===== src/rtl/cc_pkg.sv =====
// ---------------------------------------------------------------------------
// cc_pkg
// Shared constants and types for the cache-controller hit/miss dispatcher.
//   LINE_W / OFS_W / HIT_DATA_W : cache line width, byte-offset width and
//                                 the width of one hit-data FIFO entry
//   AXI_*                       : fixed AR attributes for a line refill
//                                 (8 beats of 8 bytes, wrapping burst)
//   cc_disp_state_e             : AR issue FSM states
// ---------------------------------------------------------------------------
package cc_pkg;

   localparam int LINE_W     = 512;
   localparam int OFS_W      = 6;
   localparam int HIT_DATA_W = OFS_W + LINE_W;

   localparam logic [1:0] AXI_BURST_WRAP = 2'b10;
   localparam logic [2:0] AXI_SIZE_8B    = 3'b011;
   localparam logic [3:0] AXI_LEN_LINE   = 4'd7;

   typedef enum logic [0:0] {
      S_IDLE    = 1'b0,
      S_AR_WAIT = 1'b1
   } cc_disp_state_e;

endpackage


===== src/rtl/cc_hit_miss_dispatcher_if.sv =====
// ---------------------------------------------------------------------------
// cc_hit_miss_dispatcher_if
// Bundles every non-clock/reset signal of the dispatcher: the lookup request
// handshake, the two FIFO write ports, the memory AR channel and the snooped
// R-channel handshake. Signal suffixes are from the dispatcher's viewpoint.
//   modport slave  : the dispatcher itself
//   modport master : the surrounding logic (tag stage, FIFOs, memory)
// Parameter ADDR_WIDTH : request / AR address width.
// ---------------------------------------------------------------------------
interface cc_hit_miss_dispatcher_if #(
   parameter int ADDR_WIDTH = 32
);
   import cc_pkg::*;

   logic                   req_valid_i;
   logic                   req_ready_o;
   logic                   req_hit_i;
   logic [ADDR_WIDTH-1:0]  req_addr_i;
   logic [LINE_W-1:0]      req_line_i;

   logic                   hit_flag_fifo_afull_i;
   logic                   hit_flag_fifo_wren_o;
   logic                   hit_flag_fifo_wdata_o;

   logic                   hit_data_fifo_afull_i;
   logic                   hit_data_fifo_wren_o;
   logic [HIT_DATA_W-1:0]  hit_data_fifo_wdata_o;

   logic [ADDR_WIDTH-1:0]  mem_araddr_o;
   logic [3:0]             mem_arlen_o;
   logic [2:0]             mem_arsize_o;
   logic [1:0]             mem_arburst_o;
   logic                   mem_arvalid_o;
   logic                   mem_arready_i;

   logic                   mem_rvalid_i;
   logic                   mem_rready_i;
   logic                   mem_rlast_i;

   modport slave (
      input  req_valid_i, req_hit_i, req_addr_i, req_line_i,
      input  hit_flag_fifo_afull_i, hit_data_fifo_afull_i,
      input  mem_arready_i, mem_rvalid_i, mem_rready_i, mem_rlast_i,
      output req_ready_o,
      output hit_flag_fifo_wren_o, hit_flag_fifo_wdata_o,
      output hit_data_fifo_wren_o, hit_data_fifo_wdata_o,
      output mem_araddr_o, mem_arlen_o, mem_arsize_o, mem_arburst_o,
      output mem_arvalid_o
   );

   modport master (
      output req_valid_i, req_hit_i, req_addr_i, req_line_i,
      output hit_flag_fifo_afull_i, hit_data_fifo_afull_i,
      output mem_arready_i, mem_rvalid_i, mem_rready_i, mem_rlast_i,
      input  req_ready_o,
      input  hit_flag_fifo_wren_o, hit_flag_fifo_wdata_o,
      input  hit_data_fifo_wren_o, hit_data_fifo_wdata_o,
      input  mem_araddr_o, mem_arlen_o, mem_arsize_o, mem_arburst_o,
      input  mem_arvalid_o
   );

endinterface


===== src/rtl/cc_sat_counter.sv =====
// ---------------------------------------------------------------------------
// cc_sat_counter
// Up/down counter that saturates at both ends. Simultaneous inc and dec
// cancel out. A decrement at zero is treated as a protocol error by the
// caller; the count stays at zero and simulation flags it.
// Ports:
//   clk, rst_n : clock, synchronous active-low reset (clears the count)
//   inc_i      : count up by one
//   dec_i      : count down by one
//   cnt_o      : current (registered) count
// Parameter WIDTH : counter width.
// ---------------------------------------------------------------------------
module cc_sat_counter #(
   parameter int WIDTH = 4
) (
   input  logic             clk,
   input  logic             rst_n,
   input  logic             inc_i,
   input  logic             dec_i,
   output logic [WIDTH-1:0] cnt_o
);

   logic [WIDTH-1:0] cnt_q;
   logic [WIDTH-1:0] cnt_d;

   // Next count: move one step in the requested direction unless the count
   // is already pinned at that end of its range.
   always_comb begin
      cnt_d = cnt_q;
      if (inc_i && !dec_i && (cnt_q != {WIDTH{1'b1}})) begin
         cnt_d = cnt_q + 1'b1;
      end else if (dec_i && !inc_i && (cnt_q != '0)) begin
         cnt_d = cnt_q - 1'b1;
      end
   end

   // Count register, cleared by the synchronous reset.
   always_ff @(posedge clk) begin
      if (!rst_n) begin
         cnt_q <= '0;
      end else begin
         cnt_q <= cnt_d;
      end
   end

`ifndef SYNTHESIS
   // Underflow means the environment retired something that was never
   // counted in.
   always_ff @(posedge clk) begin
      if (rst_n) begin
         assert (!(dec_i && !inc_i && (cnt_q == '0)))
            else $error("cc_sat_counter: decrement at zero");
      end
   end
`endif

   assign cnt_o = cnt_q;

endmodule


===== src/rtl/cc_hit_miss_dispatcher.sv =====
// ---------------------------------------------------------------------------
// cc_hit_miss_dispatcher
// Write side of the cache-controller read-data reorder path. Accepts one
// tag-compare result per cycle. Every accepted request pushes its hit flag
// into the hit-flag FIFO; hits also push {offset, line} into the hit-data
// FIFO, misses issue an 8-beat 64-bit WRAP AR burst starting at the
// critical doubleword. The number of misses whose R burst has not finished
// is bounded by snooping R-channel last beats.
// Ports:
//   clk, rst_n : clock, synchronous active-low reset
//   bus        : cc_hit_miss_dispatcher_if.slave (request, FIFO writes,
//                AR channel, snooped R handshake)
//   hit_cnt_o, miss_cnt_o : accepted hit / miss statistics, present only
//                when CC_DISPATCH_STATS_EN is defined
// Parameters:
//   ADDR_WIDTH      : request / AR address width (match the interface)
//   MAX_OUTSTANDING : max misses in flight, 1..15
// Build option: CC_DISPATCH_STATS_EN adds the two saturating counters.
// ---------------------------------------------------------------------------
module cc_hit_miss_dispatcher
   import cc_pkg::*;
#(
   parameter int ADDR_WIDTH      = 32,
   parameter int MAX_OUTSTANDING = 4
) (
   input logic                     clk,
   input logic                     rst_n,
   cc_hit_miss_dispatcher_if.slave bus
`ifdef CC_DISPATCH_STATS_EN
   ,
   output logic [31:0]             hit_cnt_o,
   output logic [31:0]             miss_cnt_o
`endif
);

   localparam logic [0:0] ST_IDLE    = S_IDLE;
   localparam logic [0:0] ST_AR_WAIT = S_AR_WAIT;
   localparam logic [3:0] MAX_CNT    = 4'(MAX_OUTSTANDING);

   logic [0:0]            state_q;
   logic [0:0]            state_d;
   logic [ADDR_WIDTH-1:0] arAddr_q;
   logic [ADDR_WIDTH-1:0] arAddr_d;
   logic [3:0]            outCnt;
   logic                  arSlotFree;
   logic                  belowMax;
   logic                  accept;
   logic                  hitAccept;
   logic                  missAccept;
   logic                  rLastSeen;

   // A new miss can only be accepted if the AR register is free or is being
   // handed off this cycle. The same qualifier gates hits so that the flag
   // and data FIFOs never get ahead of a stalled miss.
   assign arSlotFree = (state_q == ST_IDLE) | bus.mem_arready_i;
   assign belowMax   = (outCnt < MAX_CNT);

   assign bus.req_ready_o = ~bus.hit_flag_fifo_afull_i & ~bus.hit_data_fifo_afull_i
                            & arSlotFree & belowMax;

   assign accept     = bus.req_valid_i & bus.req_ready_o;
   assign hitAccept  = accept & bus.req_hit_i;
   assign missAccept = accept & ~bus.req_hit_i;
   assign rLastSeen  = bus.mem_rvalid_i & bus.mem_rready_i & bus.mem_rlast_i;

   // FIFO writes happen in the accept cycle itself.
   assign bus.hit_flag_fifo_wren_o  = accept;
   assign bus.hit_flag_fifo_wdata_o = bus.req_hit_i;
   assign bus.hit_data_fifo_wren_o  = hitAccept;
   assign bus.hit_data_fifo_wdata_o = {bus.req_addr_i[OFS_W-1:0], bus.req_line_i};

   // AR issue FSM. An accepted miss loads the doubleword-aligned address so
   // the wrap burst returns the critical word first. While waiting, the
   // address holds until the slave takes it; a miss arriving in the very
   // cycle of that handoff reloads the register and stays in AR_WAIT.
   always_comb begin
      state_d  = state_q;
      arAddr_d = arAddr_q;
      if (state_q == ST_IDLE) begin
         if (missAccept) begin
            state_d  = ST_AR_WAIT;
            arAddr_d = {bus.req_addr_i[ADDR_WIDTH-1:3], 3'b000};
         end
      end else begin
         if (bus.mem_arready_i) begin
            if (missAccept) begin
               arAddr_d = {bus.req_addr_i[ADDR_WIDTH-1:3], 3'b000};
            end else begin
               state_d = ST_IDLE;
            end
         end
      end
   end

   // FSM and AR address registers. Reset drops any pending AR.
   always_ff @(posedge clk) begin
      if (!rst_n) begin
         state_q  <= ST_IDLE;
         arAddr_q <= '0;
      end else begin
         state_q  <= state_d;
         arAddr_q <= arAddr_d;
      end
   end

   assign bus.mem_arvalid_o = (state_q == ST_AR_WAIT);
   assign bus.mem_araddr_o  = arAddr_q;
   assign bus.mem_arlen_o   = AXI_LEN_LINE;
   assign bus.mem_arsize_o  = AXI_SIZE_8B;
   assign bus.mem_arburst_o = AXI_BURST_WRAP;

   // Misses in flight: counted in at acceptance, out at the R last beat.
   cc_sat_counter #(
      .WIDTH (4)
   ) u_out_cnt (
      .clk   (clk),
      .rst_n (rst_n),
      .inc_i (missAccept),
      .dec_i (rLastSeen),
      .cnt_o (outCnt)
   );

`ifdef CC_DISPATCH_STATS_EN
   cc_sat_counter #(
      .WIDTH (32)
   ) u_hit_cnt (
      .clk   (clk),
      .rst_n (rst_n),
      .inc_i (hitAccept),
      .dec_i (1'b0),
      .cnt_o (hit_cnt_o)
   );

   cc_sat_counter #(
      .WIDTH (32)
   ) u_miss_cnt (
      .clk   (clk),
      .rst_n (rst_n),
      .inc_i (missAccept),
      .dec_i (1'b0),
      .cnt_o (miss_cnt_o)
   );
`endif

endmodule

===== src/flat_wrapper.sv =====
// flat-port wrapper written by rule: the top's interface ports become plain ports
module cc_hit_miss_dispatcher_flat import cc_pkg::*;
#(
   parameter int ADDR_WIDTH      = 32,
   parameter int MAX_OUTSTANDING = 4
)
  (clk, rst_n, bus_req_valid_i, bus_req_hit_i, bus_req_addr_i, bus_req_line_i, bus_hit_flag_fifo_afull_i, bus_hit_data_fifo_afull_i, bus_mem_arready_i, bus_mem_rvalid_i, bus_mem_rready_i, bus_mem_rlast_i, bus_req_ready_o, bus_hit_flag_fifo_wren_o, bus_hit_flag_fifo_wdata_o, bus_hit_data_fifo_wren_o, bus_hit_data_fifo_wdata_o, bus_mem_araddr_o, bus_mem_arlen_o, bus_mem_arsize_o, bus_mem_arburst_o, bus_mem_arvalid_o);
  cc_hit_miss_dispatcher_if #(.ADDR_WIDTH(ADDR_WIDTH)) bus_i ();
  input logic clk;
  input logic rst_n;
  input wire logic [$bits(bus_i.req_valid_i)-1:0] bus_req_valid_i;
  input wire logic [$bits(bus_i.req_hit_i)-1:0] bus_req_hit_i;
  input wire logic [$bits(bus_i.req_addr_i)-1:0] bus_req_addr_i;
  input wire logic [$bits(bus_i.req_line_i)-1:0] bus_req_line_i;
  input wire logic [$bits(bus_i.hit_flag_fifo_afull_i)-1:0] bus_hit_flag_fifo_afull_i;
  input wire logic [$bits(bus_i.hit_data_fifo_afull_i)-1:0] bus_hit_data_fifo_afull_i;
  input wire logic [$bits(bus_i.mem_arready_i)-1:0] bus_mem_arready_i;
  input wire logic [$bits(bus_i.mem_rvalid_i)-1:0] bus_mem_rvalid_i;
  input wire logic [$bits(bus_i.mem_rready_i)-1:0] bus_mem_rready_i;
  input wire logic [$bits(bus_i.mem_rlast_i)-1:0] bus_mem_rlast_i;
  output wire logic [$bits(bus_i.req_ready_o)-1:0] bus_req_ready_o;
  output wire logic [$bits(bus_i.hit_flag_fifo_wren_o)-1:0] bus_hit_flag_fifo_wren_o;
  output wire logic [$bits(bus_i.hit_flag_fifo_wdata_o)-1:0] bus_hit_flag_fifo_wdata_o;
  output wire logic [$bits(bus_i.hit_data_fifo_wren_o)-1:0] bus_hit_data_fifo_wren_o;
  output wire logic [$bits(bus_i.hit_data_fifo_wdata_o)-1:0] bus_hit_data_fifo_wdata_o;
  output wire logic [$bits(bus_i.mem_araddr_o)-1:0] bus_mem_araddr_o;
  output wire logic [$bits(bus_i.mem_arlen_o)-1:0] bus_mem_arlen_o;
  output wire logic [$bits(bus_i.mem_arsize_o)-1:0] bus_mem_arsize_o;
  output wire logic [$bits(bus_i.mem_arburst_o)-1:0] bus_mem_arburst_o;
  output wire logic [$bits(bus_i.mem_arvalid_o)-1:0] bus_mem_arvalid_o;
  assign bus_i.req_valid_i = bus_req_valid_i;
  assign bus_i.req_hit_i = bus_req_hit_i;
  assign bus_i.req_addr_i = bus_req_addr_i;
  assign bus_i.req_line_i = bus_req_line_i;
  assign bus_i.hit_flag_fifo_afull_i = bus_hit_flag_fifo_afull_i;
  assign bus_i.hit_data_fifo_afull_i = bus_hit_data_fifo_afull_i;
  assign bus_i.mem_arready_i = bus_mem_arready_i;
  assign bus_i.mem_rvalid_i = bus_mem_rvalid_i;
  assign bus_i.mem_rready_i = bus_mem_rready_i;
  assign bus_i.mem_rlast_i = bus_mem_rlast_i;
  assign bus_req_ready_o = bus_i.req_ready_o;
  assign bus_hit_flag_fifo_wren_o = bus_i.hit_flag_fifo_wren_o;
  assign bus_hit_flag_fifo_wdata_o = bus_i.hit_flag_fifo_wdata_o;
  assign bus_hit_data_fifo_wren_o = bus_i.hit_data_fifo_wren_o;
  assign bus_hit_data_fifo_wdata_o = bus_i.hit_data_fifo_wdata_o;
  assign bus_mem_araddr_o = bus_i.mem_araddr_o;
  assign bus_mem_arlen_o = bus_i.mem_arlen_o;
  assign bus_mem_arsize_o = bus_i.mem_arsize_o;
  assign bus_mem_arburst_o = bus_i.mem_arburst_o;
  assign bus_mem_arvalid_o = bus_i.mem_arvalid_o;
  cc_hit_miss_dispatcher #(.ADDR_WIDTH(ADDR_WIDTH), .MAX_OUTSTANDING(MAX_OUTSTANDING)) u_core (.clk(clk), .rst_n(rst_n), .bus(bus_i));
endmodule

===== config.mk =====
export PLATFORM = sky130hd
export DESIGN_NAME = cc_hit_miss_dispatcher_flat
export DESIGN_NICKNAME = d
export VERILOG_FILES = /design/src/rtl/cc_pkg.sv /design/src/rtl/cc_hit_miss_dispatcher_if.sv /design/src/rtl/cc_sat_counter.sv /design/src/rtl/cc_hit_miss_dispatcher.sv /design/src/flat_wrapper.sv
export SDC_FILE = /design/constraint.sdc
export NUM_CORES = 1
export LEC_CHECK = 0
export CAP_MARGIN = 10
export CORE_AREA = 3 3 428 430
export CTS_CLUSTER_DIAMETER = 80
export DETAILED_ROUTE_END_ITERATION = 10
export DIE_AREA = 0 0 431 433
export PLACE_DENSITY_LB_ADDON = 0.15
export SYNTH_ARGS = -nofsm -noshare
export SYNTH_HDL_FRONTEND = slang
export SYNTH_SLANG_ARGS = --single-unit
export TNS_END_PERCENT = 5

===== constraint.sdc =====
create_clock -name clk -period 3.3 [get_ports clk]
set_clock_uncertainty 0.1 [all_clocks]
set_input_delay 0.33 -clock clk [delete_from_list [all_inputs] [get_ports clk]]
set_output_delay 0.33 -clock clk [all_outputs]
set_load 0.01 [all_outputs]

# Word level (Yosys, flattened, before mapping)
# Cells that the tools add are included.
totals:
  out_inout_bits: 564
  word_cells: 37
  inputBits: 554
  register_bits: 37
classes:
  n_reduce_logical: 8
  mux: 8
  bitwise_logic: 13
  addsub: 2
  n_eq_ne: 2
  order_cmp: 1
ops:
  columns: ["operator", "n"]
  rows:
  - ["$mux W32", 3]
  - ["$and A1 B1 Y1", 8]
  - ["$mux W4", 2]
  - ["$add A4 B1 Y4 const B", 1]
  - ["$logic_and A1 B1 Y1", 4]
  - ["$lt A4 B3 Y1 const B", 1]
  - ["$ne A4 B4 Y1 const B", 1]
  - ["$not A1 Y1", 4]
  - ["$reduce_bool A4 Y1", 1]
  - ["$sub A4 B1 Y4 const B", 1]
  - ["$mux W1", 3]
  - ["$logic_not A1 Y1", 2]
  - ["$ne A2 B2 Y1 const B", 1]
  - ["$reduce_bool A2 Y1", 1]
  - ["$or A1 B1 Y1", 1]

# Logic depth before layout (Yosys ltp)
depth:
  ltp_word: 11
  depth_mapped: 10
  depth_no_buf: 8

# Hierarchy
# From an unflattened synthesis, not the netlist that was laid out.
unflattened:
  cells_unflattened: 696
  hier_area_um2: 5524.0
by_module_without_submodules:
  columns: ["module", "instances", "area_each_um2", "seq_area_each_um2", "cells_each"]
  rows:
  - ["cc_hit_miss_dispatcher", 1, 5233.8, 600.6, 668]
  - ["cc_sat_counter", 1, 290.3, 80.1, 28]

# Worst setup path before layout
# No wires, ideal clock.
synth_timing:
  kind: "register -> register"
  start: "register u_core.u_out_cnt.cnt_q[3] (netlist: u_core.u_out_cnt.cnt_o[3])"
  end: "register u_core.u_out_cnt.cnt_q[3] (netlist: u_core.u_out_cnt.cnt_o[3])"
  n_path_buf: 2
  setup_time_ns: 0.106
  required_ns: 3.094
  t_arrival_ns: 2.127
  synth_period_minus_slack_ns: 2.333
  slack_ns: 0.967
  path_stages_with_launch: 11
  cell_sequence: "dfxtp_1 -> nor4_4 -> and3_1 -> buf_2 -> buf_4 -> nand2_1 -> ha_1 -> a21oi_1 -> nand2_1 -> a211o_1 -> o311ai_0"
synth_between:
  elab_chain_len: 8
  elab_cells_between_ends: 16
  classes_between: "2 x add/sub; 1 x order compare; 1 x eq/ne; 2 x mux; 3 x bitwise; 7 x reduce/logical"
synth_rtl:
  columns: ["item", "line", "text"]
  rows:
  - ["start: declaration", "cc_sat_counter.sv:23", "logic [WIDTH-1:0] cnt_q;"]
  - ["start signal: assignment", "cc_sat_counter.sv:42", "cnt_q <= cnt_d;"]
  - ["$lt A4 B3 Y1", "cc_hit_miss_dispatcher.sv:56", "assign belowMax = (outCnt < MAX_CNT);"]
  - ["$and A1 B1 Y1", "cc_hit_miss_dispatcher.sv:59", "& arSlotFree & belowMax;"]
  - ["$and A1 B1 Y1", "cc_hit_miss_dispatcher.sv:61", "assign accept = bus.req_valid_i & bus.req_ready_o;"]
  - ["$and A1 B1 Y1", "cc_hit_miss_dispatcher.sv:63", "assign missAccept = accept & ~bus.req_hit_i;"]
  - ["$logic_not A1 Y1", "cc_sat_counter.sv:32", "end else if (dec_i && !inc_i && (cnt_q != '0)) begin"]
  - ["$logic_and A1 B1 Y1 (2 in series)", "cc_sat_counter.sv:32", null]
  - ["$reduce_bool A2 Y1 (no line)", null, null]
# Several ways; a longest one is shown, not always the timed one. The select of a mux whose other input is x is not followed.
# A chain may end at the register's enable or synchronous reset.

# Worst setup path in the final report
layout_timing:
  start: "register u_core.u_out_cnt.cnt_q[2] (netlist: u_core.u_out_cnt.cnt_o[2])"
  end: "output port bus_hit_data_fifo_wren_o"
layout_between:
  elab_chain_len: 4
layout_rtl:
  columns: ["item", "line", "text"]
  rows:
  - ["$lt A4 B3 Y1", "cc_hit_miss_dispatcher.sv:56", null]
  - ["$and A1 B1 Y1", "cc_hit_miss_dispatcher.sv:59", null]
  - ["$and A1 B1 Y1", "cc_hit_miss_dispatcher.sv:61", null]
  - ["$and A1 B1 Y1", "cc_hit_miss_dispatcher.sv:62", "assign hitAccept = accept & bus.req_hit_i;"]
  - ["end: declaration", "flat_wrapper.sv:24", "output wire logic [$bits(bus_i.hit_data_fifo_wren_o)-1:0] bus_hit_data_fifo_wren_o;"]
# No other way between the ends.

==> flow_summary.json <==
{
  "final_cell_mix": "clkdlybuf4s50_1 (74), nand2_1 (67), dfxtp_1 (34)",
  "gp_congestion": 0.721,
  "critPathLaunchType": "flip-flop",
  "htreeDepth": 2,
  "coreArea_sq_um": 180000,
  "synth.avg_cell_area_sq_um": 7.77,
  "period_minus_slack_ns": 2.82,
  "top_layer_used": "met5",
  "rows": 156,
  "path_buf_inv": 2,
  "io_pins": 1118,
  "portBuffers": 75,
  "numClockSinks": 34,
  "crit_required_ns": 2.87,
  "mostFrequentLayoutCell": "clkdlybuf4s50_1",
  "r2r_slack_ns": 0.77,
  "clockRootBuffer": "clkbuf_16",
  "fillers": 21400,
  "r2r-start": "u_core.u_out_cnt.cnt_o[2]$_SDFFE_PN0P_",
  "crit_path_start": "u_core.u_out_cnt.cnt_o[2]$_SDFFE_PN0P_",
  "cts_buffers": 5,
  "drv_cap": 0,
  "path_cells": "nor4_4, buf_4, and3_1, and2_1, clkdlybuf4s50_1",
  "placed_area_sq_um": 5220,
  "p_per_area_nw_per_um2": 224,
  "clock_latency_ns": 0.35,
  "max_stage_delay_ns": 0.54,
  "p_leak_nw": 0.924,
  "avgRoutedWirePerCell_um": 29.2,
  "synth-seq-area-share": 0.125,
  "cts.path.max_buffers": 2,
  "rsz0062_at_grt": "no",
  "hold_path.class": "reg -> reg",
  "ff2ff_path_depth": 9,
  "dieArea_sq_um": 187000,
  "drtIter0Drc": 155,
  "die_w_um": 431,
  "cp.depth": 5,
  "maxSlewHeadroom": 0.497,
  "cp.arrival_ns": 2.39,
  "dr_wl_met3_um": 29800,
  "end_kind": "output port",
  "clkTransAtPathRegs_ns": 0.07,
  "post_cts_buffers": 0,
  "via_count": 2531,
  "cts_tree": "built",
  "drt_wl_total_um": 76900,
  "synth.distinct_cells": 26,
  "grt_antenna_before_repair": 1,
  "setup_tns_ns": 0,
  "dp_hpwl_um": 71900,
  "synthCells": 703,
  "track_usage": 0.0786,
  "stdcell_area_sq_um": 5370,
  "status": "finished, final reports clean",
  "ys_seq_elements": 34,
  "finalSetupViolations": 0,
  "syn_to_final_growth_pct": -1.69,
  "critPathKind": "reg -> out",
  "grt_pass1_vias": 2481,
  "drive_gt1_frac": 0.0731,
  "rr_endpoint": "u_core.u_out_cnt.cnt_o[3]$_SDFFE_PN0P_",
  "endpoint": "bus_hit_data_fifo_wren_o",
  "syn_area_sq_um": 5460,
  "vdd.ir_drop.worst_mv": 0.174,
  "dr.pass1.iters": 4,
  "grt_start_max_net_pins": 31,
  "ant_nets": 0,
  "holdCritStartpoint": "u_core.bus.mem_araddr_o[9]$_SDFFE_PN0P_",
  "worst_slew_pin_slew_ns": 0.755,
  "grt.overflow.total": 0,
  "hold_violations": 0,
  "die_y_um": 433,
  "path_max_fanout": 5,
  "wl_met1_um": 11500,
  "yosys_warnings": 0,
  "route.met2.wl_um": 31900,
  "start_util": 0.0303,
  "fin_nets": 816,
  "fmax_mhz": 355,
  "fin_crit_sh": 0.855,
  "drv_slew": 0,
  "hold_buffers": 0,
  "crit_slowest_cell": "clkdlybuf4s50_1",
  "cts_resized": 0,
  "grt_pass1_wl_um": 82000,
  "drc": 0,
  "critical_path.top_delay_family": "simple AND/OR/NAND/NOR gates",
  "via_per_inst": 0.962
}
## power breakdown
group / leakage [nW] / internal (mW) / switching [mW]
Sequential: 0.275 / 0.422 / 0.0127
Combinational: 0.576 / 0.0893 / 0.0831
Clock: 0.0729 / 0.302 / 0.296
Total: 0.924 / 0.814 / 0.392
## cell usage after synthesis
cell type | count | area, sq um
mux2i_1 | 3 | 30.0
ha_1 | 2 | 25.0
a211o_1 | 1 | 8.76
a21boi_1 | 29 | 218
buf_4 | 534 | 4010
and2_1 | 2 | 12.5
nand3_1 | 1 | 5.00
xor2_1 | 1 | 8.76
a21boi_0 | 1 | 7.51
dfxtp_1 | 34 | 681
a31oi_1 | 1 | 6.26
nor2b_1 | 1 | 6.26
clkbuf_1 | 6 | 22.5
buf_2 | 2 | 10.0
nand2_1 | 67 | 251
nand3_2 | 1 | 10.0
nand2b_1 | 3 | 18.8
and3_1 | 3 | 18.8
o311ai_0 | 1 | 8.76
a21oi_1 | 3 | 15.0
nor4_4 | 1 | 21.3
conb_1 | 2 | 7.51
mux2i_4 | 1 | 22.5
o41a_1 | 1 | 11.3
a41oi_1 | 1 | 8.76
fa_1 | 1 | 20.0
## worst min path at each step
stage	cells past startpoint	endpoint	slack, ns
after floorplan	2	u_core.bus.mem_araddr_o[10]$_SDFFE_PN0P_	0.36
after global placement	2	u_core.bus.mem_araddr_o[27]$_SDFFE_PN0P_	0.34
after detailed placement	2	u_core.bus.mem_araddr_o[16]$_SDFFE_PN0P_	0.35
after CTS	2	u_core.bus.mem_araddr_o[24]$_SDFFE_PN0P_	0.36
after global routing	2	u_core.bus.mem_araddr_o[16]$_SDFFE_PN0P_	0.38
final	2	u_core.bus.mem_araddr_o[9]$_SDFFE_PN0P_	0.36
## routing by layer
| layer | track usage | up-vias |
|---|---|---|
| li1 | - | 727 |
| met1 | 0.0327 | 963 |
| met2 | 0.111 | 707 |
| met3 | 0.147 | 130 |
| met4 | 0.0368 | 4 |
| met5 | 0.0107 | - |
## cell families after synthesis
family,synth area share
AOI/OAI and AO/OA,0.0520
xor gates and xnor gates,0.00160
adders and majority gates,0.00824
buffers and inverters,0.740
DFF,0.125
muxes,0.00962
other,0.00137
and+or+nand+nor,0.0630
## cell type report
class                   count  area, sq um  area share
clock inverters             2         12.5     0.00233
multi-input cells         137          781       0.145
clock buffers               6          139      0.0259
repair buffers             81          791       0.147
well taps                2370         2970       0.552
flip-flops and latches     34          681       0.127
diodes                      1         2.50    0.000466
## per-stage QoR
stage | power (mW) | setup slack (ns) | hold WS [ns] | utilization | cells
after floorplan | 1.16 | 0.967 | 0.365 | - | 713
after global routing | 1.31 | 0.334 | 0.377 | 0.0298 | 2630
after global placement | 0.625 | 0.338 | 0.341 | 0.0290 | 2622
final | 1.21 | 0.479 | 0.357 | 0.0298 | 2631
after CTS | 1.30 | 0.280 | 0.359 | 0.0298 | 2630
after detailed placement | 0.624 | 0.358 | 0.346 | 0.0290 | 2622
## sequential cells by signal, indices dropped and copies added, names as in the netlist
signal	count
u_core.bus.mem_araddr_o	29
u_core.bus.mem_arvalid_o	1
u_core.u_out_cnt.cnt_o	4
## tightest hold or removal path: cells and delay by family (launching register included)
family	cells	cell delay (ns)
flip-flops	1	0.31
AND/OR/NAND/NOR	1	0.05
AO/OA/AOI/OAI	1	0.05
(Power assumes the default switching activity.)
